==> src/rtl/ansi_cmd_parser_pkg.sv <==
// Shared constants and types for the ANSI command parser and the command executor.
package term_pkg;

  // Control and introducer bytes
  localparam logic [7:0] ESC       = 8'h1B;
  localparam logic [7:0] CSI_INTRO = 8'h5B;
  localparam logic [7:0] CAN       = 8'h18;
  localparam logic [7:0] SUB       = 8'h1A;
  localparam logic [7:0] BS        = 8'h08;
  localparam logic [7:0] DEL       = 8'h7F;
  localparam logic [7:0] SEMI      = 8'h3B;

  // Final bytes of CSI sequences
  localparam logic [7:0] FIN_CUF = 8'h43;
  localparam logic [7:0] FIN_CUB = 8'h44;
  localparam logic [7:0] FIN_CNL = 8'h45;
  localparam logic [7:0] FIN_CPL = 8'h46;
  localparam logic [7:0] FIN_CHA = 8'h47;
  localparam logic [7:0] FIN_CUP = 8'h48;
  localparam logic [7:0] FIN_ED  = 8'h4A;
  localparam logic [7:0] FIN_EL  = 8'h4B;
  localparam logic [7:0] FIN_SU  = 8'h53;
  localparam logic [7:0] FIN_SD  = 8'h54;
  localparam logic [7:0] FIN_HVP = 8'h66;
  localparam logic [7:0] FIN_SCP = 8'h73;
  localparam logic [7:0] FIN_RCP = 8'h75;

  // Bytes directly following ESC
  localparam logic [7:0] FIN_CLEAR = 8'h63;
  localparam logic [7:0] FIN_UNAME = 8'h5A;

  typedef enum logic [2:0] {
    ST_GROUND,
    ST_ESC,
    ST_CSI_P1,
    ST_CSI_P2,
    ST_CSI_IGN,
    ST_HOLD
  } parser_state_e;

  typedef enum logic [4:0] {
    CMD_NONE,
    CMD_DELETE,
    CMD_CUF,
    CMD_CUB,
    CMD_CNL,
    CMD_CPL,
    CMD_CHA,
    CMD_CUP,
    CMD_ED,
    CMD_EL,
    CMD_SU,
    CMD_SD,
    CMD_HVP,
    CMD_SCP,
    CMD_RCP,
    CMD_CLEAR,
    CMD_UNAME,
    CMD_CHAR
  } cmd_e;

  // Map a CSI final byte to its command; unknown finals give CMD_NONE
  function automatic cmd_e decode_final(input logic [7:0] b);
    cmd_e c;
    case (b)
      FIN_CUF: c = CMD_CUF;
      FIN_CUB: c = CMD_CUB;
      FIN_CNL: c = CMD_CNL;
      FIN_CPL: c = CMD_CPL;
      FIN_CHA: c = CMD_CHA;
      FIN_CUP: c = CMD_CUP;
      FIN_ED:  c = CMD_ED;
      FIN_EL:  c = CMD_EL;
      FIN_SU:  c = CMD_SU;
      FIN_SD:  c = CMD_SD;
      FIN_HVP: c = CMD_HVP;
      FIN_SCP: c = CMD_SCP;
      FIN_RCP: c = CMD_RCP;
      default: c = CMD_NONE;
    endcase
    return c;
  endfunction

endpackage

==> src/rtl/ansi_cmd_parser_if.sv <==
// Byte-in / command-out bundle between the UART receiver, the parser and the executor.
interface ansi_cmd_parser_if #(parameter int PARAM_W = 8) ();
  logic               in_valid;
  logic [7:0]         in_data;
  logic               in_ready;
  logic               out_ready;
  logic               Delete, CUF, CUB, CNL, CPL, CHA, CUP, ED;
  logic               EL, SU, SD, HVP, SCP, RCP, Clear, Uname;
  logic [PARAM_W-1:0] par1;
  logic [PARAM_W-1:0] par2;
  logic               char_valid;
  logic [7:0]         char_data;

  // Byte source and command sink side
  modport master (
    output in_valid, in_data, out_ready,
    input  in_ready, Delete, CUF, CUB, CNL, CPL, CHA, CUP, ED,
    input  EL, SU, SD, HVP, SCP, RCP, Clear, Uname,
    input  par1, par2, char_valid, char_data
  );

  // Parser side
  modport slave (
    input  in_valid, in_data, out_ready,
    output in_ready, Delete, CUF, CUB, CNL, CPL, CHA, CUP, ED,
    output EL, SU, SD, HVP, SCP, RCP, Clear, Uname,
    output par1, par2, char_valid, char_data
  );
endinterface

==> src/rtl/ansi_cmd_parser_dec_param_acc.sv <==
// Saturating decimal accumulator for one CSI numeric parameter, with presence flag.
module dec_param_acc #(
  parameter int PARAM_W = 8
) (
  input  logic               clk,
  input  logic               rst,
  input  logic               i_clear,
  input  logic               i_digit_valid,
  input  logic [3:0]         i_digit,
  output logic [PARAM_W-1:0] o_value,
  output logic               o_present
);
  localparam int WIDE_W = PARAM_W + 4;
  localparam logic [WIDE_W-1:0] MAX_WIDE = {4'b0000, {PARAM_W{1'b1}}};

  logic [PARAM_W-1:0] r_value;
  logic               r_present;
  logic [WIDE_W-1:0]  w_sum;

  // Four extra bits hold max*10+9 without overflow, so the compare is exact
  assign w_sum = WIDE_W'(r_value) * WIDE_W'(10) + WIDE_W'(i_digit);

  // Clear wins over a digit; once saturated the value sticks at max
  always_ff @(posedge clk or posedge rst) begin
    if (rst) begin
      r_value   <= '0;
      r_present <= 1'b0;
    end else if (i_clear) begin
      r_value   <= '0;
      r_present <= 1'b0;
    end else if (i_digit_valid) begin
      r_value   <= (w_sum > MAX_WIDE) ? {PARAM_W{1'b1}} : w_sum[PARAM_W-1:0];
      r_present <= 1'b1;
    end
  end

  assign o_value   = r_value;
  assign o_present = r_present;
endmodule

==> src/rtl/ansi_cmd_parser.sv <==
// ANSI/CSI byte-stream decoder producing one-hot command strobes and printable characters.
module ansi_cmd_parser
  import term_pkg::*;
#(
  parameter int PARAM_W = 8
) (
  input logic              clk,
  input logic              rst,
  ansi_cmd_parser_if.slave bus
);
  localparam logic [PARAM_W-1:0] ONE = PARAM_W'(1);

  parser_state_e      r_state, w_state_next;
  cmd_e               r_cmd, w_cmd_next, w_final_cmd;
  logic [PARAM_W-1:0] r_par1, r_par2, w_par1_next, w_par2_next;
  logic [PARAM_W-1:0] w_def_par1, w_def_par2, w_cnt1, w_cnt2;
  logic [7:0]         r_char, w_char_next, w_byte;
  logic               r_discard, w_discard_next;
  logic               w_clear, w_dig1, w_dig2, w_take_final;
  logic [PARAM_W-1:0] w_acc1, w_acc2;
  logic               w_pres1, w_pres2;
  logic               w_is_digit;

  assign w_byte      = bus.in_data;
  assign w_is_digit  = (w_byte >= 8'h30) && (w_byte <= 8'h39);
  assign w_final_cmd = decode_final(w_byte);

  dec_param_acc #(.PARAM_W(PARAM_W)) u_acc1 (
    .clk(clk), .rst(rst), .i_clear(w_clear), .i_digit_valid(w_dig1),
    .i_digit(w_byte[3:0]), .o_value(w_acc1), .o_present(w_pres1)
  );

  dec_param_acc #(.PARAM_W(PARAM_W)) u_acc2 (
    .clk(clk), .rst(rst), .i_clear(w_clear), .i_digit_valid(w_dig2),
    .i_digit(w_byte[3:0]), .o_value(w_acc2), .o_present(w_pres2)
  );

  assign w_cnt1 = (w_pres1 && (w_acc1 != '0)) ? w_acc1 : ONE;
  assign w_cnt2 = (w_pres2 && (w_acc2 != '0)) ? w_acc2 : ONE;

  // Apply per-command parameter defaults to the accumulated values
  always_comb begin
    w_def_par1 = '0;
    w_def_par2 = '0;
    case (w_final_cmd)
      CMD_CUF, CMD_CUB, CMD_CNL, CMD_CPL, CMD_CHA, CMD_SU, CMD_SD:
        w_def_par1 = w_cnt1;
      CMD_CUP, CMD_HVP: begin
        w_def_par1 = w_cnt1;
        w_def_par2 = w_cnt2;
      end
      CMD_ED, CMD_EL:
        w_def_par1 = w_pres1 ? w_acc1 : '0;
      default: ;
    endcase
  end

  // Next-state, accumulator control and pending-event selection
  always_comb begin
    w_state_next   = r_state;
    w_cmd_next     = r_cmd;
    w_par1_next    = r_par1;
    w_par2_next    = r_par2;
    w_char_next    = r_char;
    w_discard_next = r_discard;
    w_clear        = 1'b0;
    w_dig1         = 1'b0;
    w_dig2         = 1'b0;
    w_take_final   = 1'b0;

    if (r_state == ST_HOLD) begin
      if (bus.out_ready) begin
        w_state_next = ST_GROUND;
        w_cmd_next   = CMD_NONE;
        w_par1_next  = '0;
        w_par2_next  = '0;
        w_char_next  = '0;
      end
    end else if (bus.in_valid) begin
      if ((w_byte == CAN) || (w_byte == SUB)) begin
        w_state_next = ST_GROUND;
      end else if (w_byte == ESC) begin
        w_state_next = ST_ESC;
      end else begin
        case (r_state)
          ST_GROUND: begin
            if ((w_byte == BS) || (w_byte == DEL)) begin
              w_cmd_next   = CMD_DELETE;
              w_state_next = ST_HOLD;
            end else if ((w_byte >= 8'h20) && (w_byte <= 8'h7E)) begin
              w_cmd_next   = CMD_CHAR;
              w_char_next  = w_byte;
              w_state_next = ST_HOLD;
            end
          end
          ST_ESC: begin
            if (w_byte == CSI_INTRO) begin
              w_state_next   = ST_CSI_P1;
              w_clear        = 1'b1;
              w_discard_next = 1'b0;
            end else if (w_byte == FIN_CLEAR) begin
              w_cmd_next   = CMD_CLEAR;
              w_state_next = ST_HOLD;
            end else if (w_byte == FIN_UNAME) begin
              w_cmd_next   = CMD_UNAME;
              w_state_next = ST_HOLD;
            end else begin
              w_state_next = ST_GROUND;
            end
          end
          ST_CSI_P1, ST_CSI_P2: begin
            if (w_is_digit) begin
              w_dig1 = (r_state == ST_CSI_P1);
              w_dig2 = (r_state == ST_CSI_P2);
            end else if (w_byte == SEMI) begin
              w_state_next = (r_state == ST_CSI_P1) ? ST_CSI_P2 : ST_CSI_IGN;
            end else if (((w_byte >= 8'h20) && (w_byte <= 8'h2F)) ||
                         ((w_byte >= 8'h3C) && (w_byte <= 8'h3F))) begin
              w_state_next   = ST_CSI_IGN;
              w_discard_next = 1'b1;
            end else if ((w_byte >= 8'h40) && (w_byte <= 8'h7E)) begin
              w_take_final = 1'b1;
            end
          end
          ST_CSI_IGN: begin
            if ((w_byte >= 8'h40) && (w_byte <= 8'h7E)) begin
              if (r_discard) w_state_next = ST_GROUND;
              else           w_take_final = 1'b1;
            end
          end
          default: w_state_next = ST_GROUND;
        endcase
      end

      if (w_take_final) begin
        if (w_final_cmd == CMD_NONE) begin
          w_state_next = ST_GROUND;
        end else begin
          w_state_next = ST_HOLD;
          w_cmd_next   = w_final_cmd;
          w_par1_next  = w_def_par1;
          w_par2_next  = w_def_par2;
          w_char_next  = '0;
        end
      end
    end
  end

  // State and registered output event; reset drops anything pending
  always_ff @(posedge clk or posedge rst) begin
    if (rst) begin
      r_state   <= ST_GROUND;
      r_cmd     <= CMD_NONE;
      r_par1    <= '0;
      r_par2    <= '0;
      r_char    <= '0;
      r_discard <= 1'b0;
    end else begin
      r_state   <= w_state_next;
      r_cmd     <= w_cmd_next;
      r_par1    <= w_par1_next;
      r_par2    <= w_par2_next;
      r_char    <= w_char_next;
      r_discard <= w_discard_next;
    end
  end

  assign bus.in_ready   = (r_state != ST_HOLD);
  assign bus.Delete     = (r_cmd == CMD_DELETE);
  assign bus.CUF        = (r_cmd == CMD_CUF);
  assign bus.CUB        = (r_cmd == CMD_CUB);
  assign bus.CNL        = (r_cmd == CMD_CNL);
  assign bus.CPL        = (r_cmd == CMD_CPL);
  assign bus.CHA        = (r_cmd == CMD_CHA);
  assign bus.CUP        = (r_cmd == CMD_CUP);
  assign bus.ED         = (r_cmd == CMD_ED);
  assign bus.EL         = (r_cmd == CMD_EL);
  assign bus.SU         = (r_cmd == CMD_SU);
  assign bus.SD         = (r_cmd == CMD_SD);
  assign bus.HVP        = (r_cmd == CMD_HVP);
  assign bus.SCP        = (r_cmd == CMD_SCP);
  assign bus.RCP        = (r_cmd == CMD_RCP);
  assign bus.Clear      = (r_cmd == CMD_CLEAR);
  assign bus.Uname      = (r_cmd == CMD_UNAME);
  assign bus.char_valid = (r_cmd == CMD_CHAR);
  assign bus.par1       = r_par1;
  assign bus.par2       = r_par2;
  assign bus.char_data  = r_char;
endmodule

==> src/flat_wrapper.sv <==
// flat-port wrapper written by rule: the top's interface ports become plain ports
module ansi_cmd_parser_flat import term_pkg::*;
#(
  parameter int PARAM_W = 8
)
  (clk, rst, bus_in_valid, bus_in_data, bus_out_ready, bus_in_ready, bus_Delete, bus_CUF, bus_CUB, bus_CNL, bus_CPL, bus_CHA, bus_CUP, bus_ED, bus_EL, bus_SU, bus_SD, bus_HVP, bus_SCP, bus_RCP, bus_Clear, bus_Uname, bus_par1, bus_par2, bus_char_valid, bus_char_data);
  ansi_cmd_parser_if #(.PARAM_W(PARAM_W)) bus_i ();
  input logic clk;
  input logic rst;
  input wire logic [$bits(bus_i.in_valid)-1:0] bus_in_valid;
  input wire logic [$bits(bus_i.in_data)-1:0] bus_in_data;
  input wire logic [$bits(bus_i.out_ready)-1:0] bus_out_ready;
  output wire logic [$bits(bus_i.in_ready)-1:0] bus_in_ready;
  output wire logic [$bits(bus_i.Delete)-1:0] bus_Delete;
  output wire logic [$bits(bus_i.CUF)-1:0] bus_CUF;
  output wire logic [$bits(bus_i.CUB)-1:0] bus_CUB;
  output wire logic [$bits(bus_i.CNL)-1:0] bus_CNL;
  output wire logic [$bits(bus_i.CPL)-1:0] bus_CPL;
  output wire logic [$bits(bus_i.CHA)-1:0] bus_CHA;
  output wire logic [$bits(bus_i.CUP)-1:0] bus_CUP;
  output wire logic [$bits(bus_i.ED)-1:0] bus_ED;
  output wire logic [$bits(bus_i.EL)-1:0] bus_EL;
  output wire logic [$bits(bus_i.SU)-1:0] bus_SU;
  output wire logic [$bits(bus_i.SD)-1:0] bus_SD;
  output wire logic [$bits(bus_i.HVP)-1:0] bus_HVP;
  output wire logic [$bits(bus_i.SCP)-1:0] bus_SCP;
  output wire logic [$bits(bus_i.RCP)-1:0] bus_RCP;
  output wire logic [$bits(bus_i.Clear)-1:0] bus_Clear;
  output wire logic [$bits(bus_i.Uname)-1:0] bus_Uname;
  output wire logic [$bits(bus_i.par1)-1:0] bus_par1;
  output wire logic [$bits(bus_i.par2)-1:0] bus_par2;
  output wire logic [$bits(bus_i.char_valid)-1:0] bus_char_valid;
  output wire logic [$bits(bus_i.char_data)-1:0] bus_char_data;
  assign bus_i.in_valid = bus_in_valid;
  assign bus_i.in_data = bus_in_data;
  assign bus_i.out_ready = bus_out_ready;
  assign bus_in_ready = bus_i.in_ready;
  assign bus_Delete = bus_i.Delete;
  assign bus_CUF = bus_i.CUF;
  assign bus_CUB = bus_i.CUB;
  assign bus_CNL = bus_i.CNL;
  assign bus_CPL = bus_i.CPL;
  assign bus_CHA = bus_i.CHA;
  assign bus_CUP = bus_i.CUP;
  assign bus_ED = bus_i.ED;
  assign bus_EL = bus_i.EL;
  assign bus_SU = bus_i.SU;
  assign bus_SD = bus_i.SD;
  assign bus_HVP = bus_i.HVP;
  assign bus_SCP = bus_i.SCP;
  assign bus_RCP = bus_i.RCP;
  assign bus_Clear = bus_i.Clear;
  assign bus_Uname = bus_i.Uname;
  assign bus_par1 = bus_i.par1;
  assign bus_par2 = bus_i.par2;
  assign bus_char_valid = bus_i.char_valid;
  assign bus_char_data = bus_i.char_data;
  ansi_cmd_parser #(.PARAM_W(PARAM_W)) u_core (.clk(clk), .rst(rst), .bus(bus_i));
endmodule
==> config.mk <==
export PLATFORM = sky130hd
export DESIGN_NAME = ansi_cmd_parser_flat
export DESIGN_NICKNAME = d
export VERILOG_FILES = /design/src/rtl/ansi_cmd_parser_pkg.sv /design/src/rtl/ansi_cmd_parser_if.sv /design/src/rtl/ansi_cmd_parser_dec_param_acc.sv /design/src/rtl/ansi_cmd_parser.sv /design/src/flat_wrapper.sv
export SDC_FILE = /design/constraint.sdc
export NUM_CORES = 1
export LEC_CHECK = 0
export ABC_AREA = 1
export ABC_CLOCK_PERIOD_IN_PS = 3600
export CORE_MARGIN = 2
export CORE_UTILIZATION = 30
export CTS_BUF_LIST = sky130_fd_sc_hd__clkbuf_8
export DETAILED_ROUTE_END_ITERATION = 16
export SYNTH_ARGS = -nofsm -noshare
export SYNTH_HDL_FRONTEND = slang
export SYNTH_SLANG_ARGS = --single-unit
==> constraint.sdc <==
create_clock -name clk -period 3.6 [get_ports clk]
set_input_delay 0.36 -clock clk [delete_from_list [all_inputs] [get_ports clk]]
set_output_delay 0.36 -clock clk [all_outputs]
set_load 0.005 [all_outputs]
==> reports/metrics.csv, run 1 <==
metric;value;unit
Final Max Slew Viols;0;
Setup CP Type;flip-flop to flip-flop;
outcome;finished, final reports clean;
Switching Share;40.6;%
Critical Path Start Type;flip-flop;
cell taking the most area after synthesis;dfrtp_1;
total grt overflow;0;
Initial Utilization;30.6;%
CTS Buffer Depth;2;
Worst Path Buf+Inv;0;
DIE AREA;0.0158;mm²
clock network fraction of design power;21.8;%
initial antenna violation count;0;
post-CTS resize count;0;
Combinational Power Share;39.5;%
Port Buf Inserts;53;
Num CTS Buffers;5;
DP HPWL;9.01;mm
final core occ;36.2;%
library cells used by synthesis;36;
skew final;11.6;ps
PD cells;330;mW/mm²
fmax;0.334;GHz
fin nets;778;
chip width;126;µm
min cycle time layout;2990;ps
Setup WS pre-CTS;612;ps
sequential fraction of the synthesis area;28.7;%
drt via density;4.71;
Top Ports;54;
Synth Net Count;723;
n_diodes;0;
Post-Syn Area;0.00445;mm²
CTS root buf;clkbuf_8;
Tot Pwr;1.74;mW
worst vdd ir;0.136;mV
worst relative slew slack;54.1;%
RSZ-0062 raised after global routing;no;
cell mode on critical path;nand2_1;
CTS tree;built;
global placement routability congestion;0.944;
Final Hold Viols;0;
Clock Latency Late Sink;350;ps
die height;126;µm
slowest CP cell;fa_1;
Row Count;44;
number of global-route vias before repair;3999;
DR vias;4317;
Ys Warns;0;
top post-synthesis cells by area;dfrtp_1, nand2_1, ha_1;
Pleak;2.93;nW
Pre-antenna DRT Iters;5;
pin count of the biggest net entering global routing;33;
Hold Buf Count CTS;0;
most common cell after layout, fill and taps aside;nand2_1;
Final setup viols;0;
crit-path max FO;8;
Least-Margin Pin Slew;688;ps
worst setup margin;608;ps
Max stage delay on crit path;550;ps
share of layout cells above drive strength 1;9.41;%
crit end category;flip-flop;
Routed Antenna Nets;0;
sequential fraction of design power;38.7;%
Post-route DRC;0;
Synth Register Bits;51;
worst path required time;3850;ps
post-synth top area share;28.7;%
Post-Synthesis Cells;677;
most frequent cells in the layout;nand2_1, nand3_1, inv_1, nor2_1, clkdlybuf4s50_1;
Critical Path AT;3250;ps
Final period util;83.1;%
first-pass GRT wire length;19.9;mm
Fillers;1614;
critical path's top delay family;adder cells;
clk slew on worst S/H paths;110;ps
worst min-delay path class;primary input to async pin;
Post-Syn Area per Cell;6.57;µm²
max cap viols;0;
area occupied by multi-input gates;0.00281;mm²
Switch Pwr;0.707;mW
WL final;11.7;mm
Starting DRT DRC Count;215;
final setup TNS;0;ps
Int Power;1.03;mW
post-synthesis to final-layout area growth;18.3;%
CP Cell Sequence;ha_1, ha_1, fa_1, nand2_1, nor2_1, nand2_1, a21oi_1, nand3_1, a21oi_1, nand3_1, nand2_1, nand2_1;
setup bufs post-CTS;0;
overall routing resource usage;15.3;%
Routed WL per cell;12.7;µm
Core ar.;0.0145;mm²
Seq. cell area;0.00128;mm²
H-tree depth;2;
clock tree sinks;51;
==> stage by stage <==
| step | hold WS [ps] | cells | area (µm²) |
|---|---|---|---|
| floorplan | 453 | 677 | 4450 |
| global placement | 468 | 909 | 5170 |
| detailed placement | 469 | 909 | 5170 |
| CTS | 456 | 917 | 5260 |
| global route | 503 | 917 | 5260 |
| finish | 431 | 917 | 5260 |
==> cells in the mapped netlist (all sizes together) <==
cell type,n
nand2,262
inv,84
nand3,70
nor2,61
dfrtp,51
o21ai,33
ha,30
a21oi,23
nand4,17
xnor2,7
nor4,6
xor2,5
buf,4
fa,4
nor3,4
nand3b,3
a21boi,2
clkbuf,2
clkinv,2
o21a,2
or2,2
a211oi,1
a21o,1
a31oi,1
==> kinds of logic (layout without fill, tap and decap cells) <==
group	count (synthesis)	in the layout	share of synthesized area (%)
adder cells (fa/ha/maj)	34	34	10.2
flip-flops	51	51	28.7
AO/OA/AOI/OAI	63	63	8.46
AND/OR/NAND/NOR	425	425	42.0
XOR/XNOR	12	12	2.36
buffers and inverters	92	148	8.29
==> worst paths after layout <==
check | startpoint | slack (ps) | cells past startpoint | end
min | rst | 430 | 2 | u_core.bus.par2[1]
max | u_core.u_acc1.o_value[1] | 610 | 12 | u_core.u_acc1.o_value[3]
min in group clk | u_core.bus.par1[6] | 490 | 2 | u_core.bus.par1[6]
min reg2reg | u_core.bus.par1[6] | 490 | 2 | u_core.bus.par1[6]
max in group asynchronous | rst | 2410 | 3 | u_core.u_acc2.o_value[4]
max reg2reg | u_core.u_acc1.o_value[1] | 610 | 12 | u_core.u_acc1.o_value[3]
==> flip-flops by register name (all words and copies together) (netlist names) <==
name,flops
u_core.u_acc2.o_present,1
u_core.bus.par2,8
u_core.r_state,3
u_core.bus.par1,8
u_core.u_acc1.o_present,1
u_core.bus.char_data,8
u_core.r_cmd,5
u_core.u_acc2.o_value,8
u_core.r_discard,1
u_core.u_acc1.o_value,8
==> worst reg2reg max path: cells and delay by family (launching register included) <==
family / cells / cell delay (ps)
compound gates: 2 / 680
fa+ha+maj: 3 / 1110
flops: 1 / 480
simple gates: 7 / 640
==> power by group through the flow <==
stage	clock network [mW]	logic, mW	registers [mW]
after floorplan	0	0.468	0.680
after global placement	0	0.686	0.682
after detailed placement	0	0.686	0.685
after CTS	0.396	0.687	0.674
after global routing	0.418	0.799	0.684
final	0.380	0.687	0.672
==> final cells by class <==
class / count / share of cell area (%)
flip-flops and latches: 51 / 24.2
multi-input cells: 534 / 53.3
clock buffers: 5 / 1.31
repair buffers: 54 / 10.2
inverters: 86 / 6.13
clock inverters: 3 / 0.428
well taps: 184 / 4.37
==> layer usage <==
layer / routed length [µm] / track usage, %
met5: 0 / 0
met3: 576 / 3.19
met2: 5060 / 24.0
met1: 5890 / 21.6
met4: 155 / 3.75
No activity file was read; power rests on OpenSTA's default activity.
==> inputs of run 2 (changes only) <==
--- a/config.mk
+++ b/config.mk
@@ -6,7 +6,7 @@
 export NUM_CORES = 1
 export LEC_CHECK = 0
 export ABC_AREA = 1
-export ABC_CLOCK_PERIOD_IN_PS = 3600
+export ABC_CLOCK_PERIOD_IN_PS = 3110
 export CORE_MARGIN = 2
 export CORE_UTILIZATION = 30
 export CTS_BUF_LIST = sky130_fd_sc_hd__clkbuf_8
==> constraint.sdc (replaced) <==
create_clock -name clk -period 3.11 [get_ports clk]
set_input_delay 0.311 -clock clk [delete_from_list [all_inputs] [get_ports clk]]
set_output_delay 0.311 -clock clk [all_outputs]
set_load 0.005 [all_outputs]
==> run 2 against run 1 <==
Sequential power is 16% higher; flip-flop and latch count stayed put; combinational power is 17% higher; first-iteration DRC count is 29% higher; core utilization is 0.58 points higher; die area stayed put; fmax is 12% higher; sequential share of layout area is 0.38 points lower; critical path type unchanged; largest cell class unchanged.
==> reports/metrics.csv, run 2 (same netlist as run 1, synthesis figures left out) <==
metric;value;unit;change
Top Ports;54;;unchanged
post-CTS resize count;0;;unchanged
RSZ-0062 raised after global routing;no;;
crit end category;flip-flop;;
drt via density;4.70;;-0.20%
Clock Latency Late Sink;330;ps;-20 ps
Least-Margin Pin Slew;590;ps;-98.5 ps
fin cells;922;;+0.55%
min cycle time layout;2680;ps;-312 ps
post-synthesis to final-layout area growth;20.2;%;
Routed Antenna Nets;0;;unchanged
Post-route DRC;0;;unchanged
first-pass GRT wire length;19.8;mm;-0.56%
Final period util;86.2;%;+3.0 points
number of global-route vias before repair;4037;;+0.95%
Pre-antenna DRT Iters;4;;-1
Num CTS Buffers;5;;unchanged
PD cells;394;mW/mm²;+19%
chip width;126;µm;unchanged
setup bufs post-CTS;0;;unchanged
clk slew on worst S/H paths;110;ps;about the same
Final Hold Viols;0;;unchanged
worst relative slew slack;60.5;%;+6.5 points
pin count of the biggest net entering global routing;36;;+9.1%
share of layout cells above drive strength 1;10.2;%;+0.75 points
Setup CP Type;flip-flop to flip-flop;;
die height;126;µm;unchanged
most frequent cells in the layout;nand2_1, nand3_1, inv_1, nor2_1, clkdlybuf4s50_1;;
most common cell after layout, fill and taps aside;nand2_1;;
H-tree depth;2;;unchanged
worst vdd ir;0.210;mV;+55%
Initial Utilization;30.6;%;unchanged
worst min-delay path class;primary input to async pin;;
Final setup viols;0;;unchanged
outcome;finished, final reports clean;;
Critical Path Start Type;flip-flop;;
Hold Buf Count CTS;0;;unchanged
CTS root buf;clkbuf_8;;
crit-path max FO;8;;unchanged
DP HPWL;8.96;mm;-0.52%
initial antenna violation count;0;;unchanged
WL final;11.7;mm;-0.14%
Port Buf Inserts;53;;unchanged
placed insts;914;;+0.55%
skew final;15.8;ps;+4.18 ps
DR vias;4332;;+0.35%
worst path required time;3340;ps;-510 ps
final setup TNS;0;ps;unchanged
clock tree sinks;51;;unchanged
overall routing resource usage;15.2;%;-0.15 points
area occupied by multi-input gates;0.00281;mm²;+0.13%
Row Count;44;;unchanged
Fillers;1602;;-0.74%
global placement routability congestion;0.945;;+0.12%
Seq. cell area;0.00128;mm²;unchanged
DIE AREA;0.0158;mm²;unchanged
CTS tree;built;;
fmax;0.373;GHz;+12%
CTS Buffer Depth;2;;unchanged
total grt overflow;0;;unchanged
max cap viols;0;;unchanged
n_diodes;0;;unchanged
Critical Path AT;2910;ps;-340 ps
Starting DRT DRC Count;277;;+29%
Routed WL per cell;12.6;µm;-0.68%
Core ar.;0.0145;mm²;unchanged
Final Max Slew Viols;0;;unchanged
Pleak;2.97;nW;+1.5%
fin nets;783;;+0.64%
run 2: routing by layer:
metal	up-vias	part of all wire [%]	GRT usage, %	routed length, µm
met2	76	45	24.2	5210
met1	1949	51	21.2	5890
met5	-	0	0	0
li1	2293	-	-	-
met3	14	3.3	2.68	384
met4	0	1.5	4.07	174
run 2: report_power, final:
group / switching [mW] / total [mW] / internal [mW]
Sequential: 0.0488 / 0.780 / 0.731
Clock: 0.259 / 0.524 / 0.265
Combinational: 0.494 / 0.804 / 0.311
run 2: per-stage QoR:
step / hold WS, ps / instance area, µm² / total power, mW / util, % / worst slack (ps)
CTS: 260 / 5340 / 2.13 / 36.8 / 285
global route: 285 / 5350 / 2.29 / 36.8 / 175
detailed placement: 473 / 5220 / 1.60 / 35.9 / 299
global placement: 466 / 5220 / 1.59 / 35.9 / 336
floorplan: 453 / 4450 / 1.33 / - / 494
finish: 257 / 5350 / 2.11 / 36.8 / 430
run 2: cell type report:
type                    count  share of cell area, %
clock inverters             2                  0.725
multi-input cells         534                   52.5
repair buffers             59                   11.0
flip-flops and latches     51                   23.9
well taps                 184                   4.31
clock buffers               6                   1.54
inverters                  86                   6.04
run 2: worst paths after layout:
path	from	to	slack [ps]	cells past startpoint
max in group asynchronous	rst	u_core.u_acc1.o_value[0]	2050	3
max reg2reg	u_core.u_acc1.o_value[1]	u_core.u_acc1.o_value[4]	430	13
max	u_core.u_acc1.o_value[1]	u_core.u_acc1.o_value[4]	430	13
min	rst	u_core.r_cmd[4]	260	2
min reg2reg	u_core.bus.par1[2]	u_core.bus.par1[2]	490	2
min in group clk	u_core.bus.par1[2]	u_core.bus.par1[2]	490	2
run 2: worst max-delay path: stages, from the launching register on:
cell and delay [ps]:
dfrtp_1 480, ha_1 330, ha_1 230, fa_1 540, nand2_1 80, nor2_1 90, nand2_1 70, a21oi_1 170
nand3_1 90, a21oi_1 130, buf_4 160, nand3_1 80, nand2_1 90, nand2_1 50
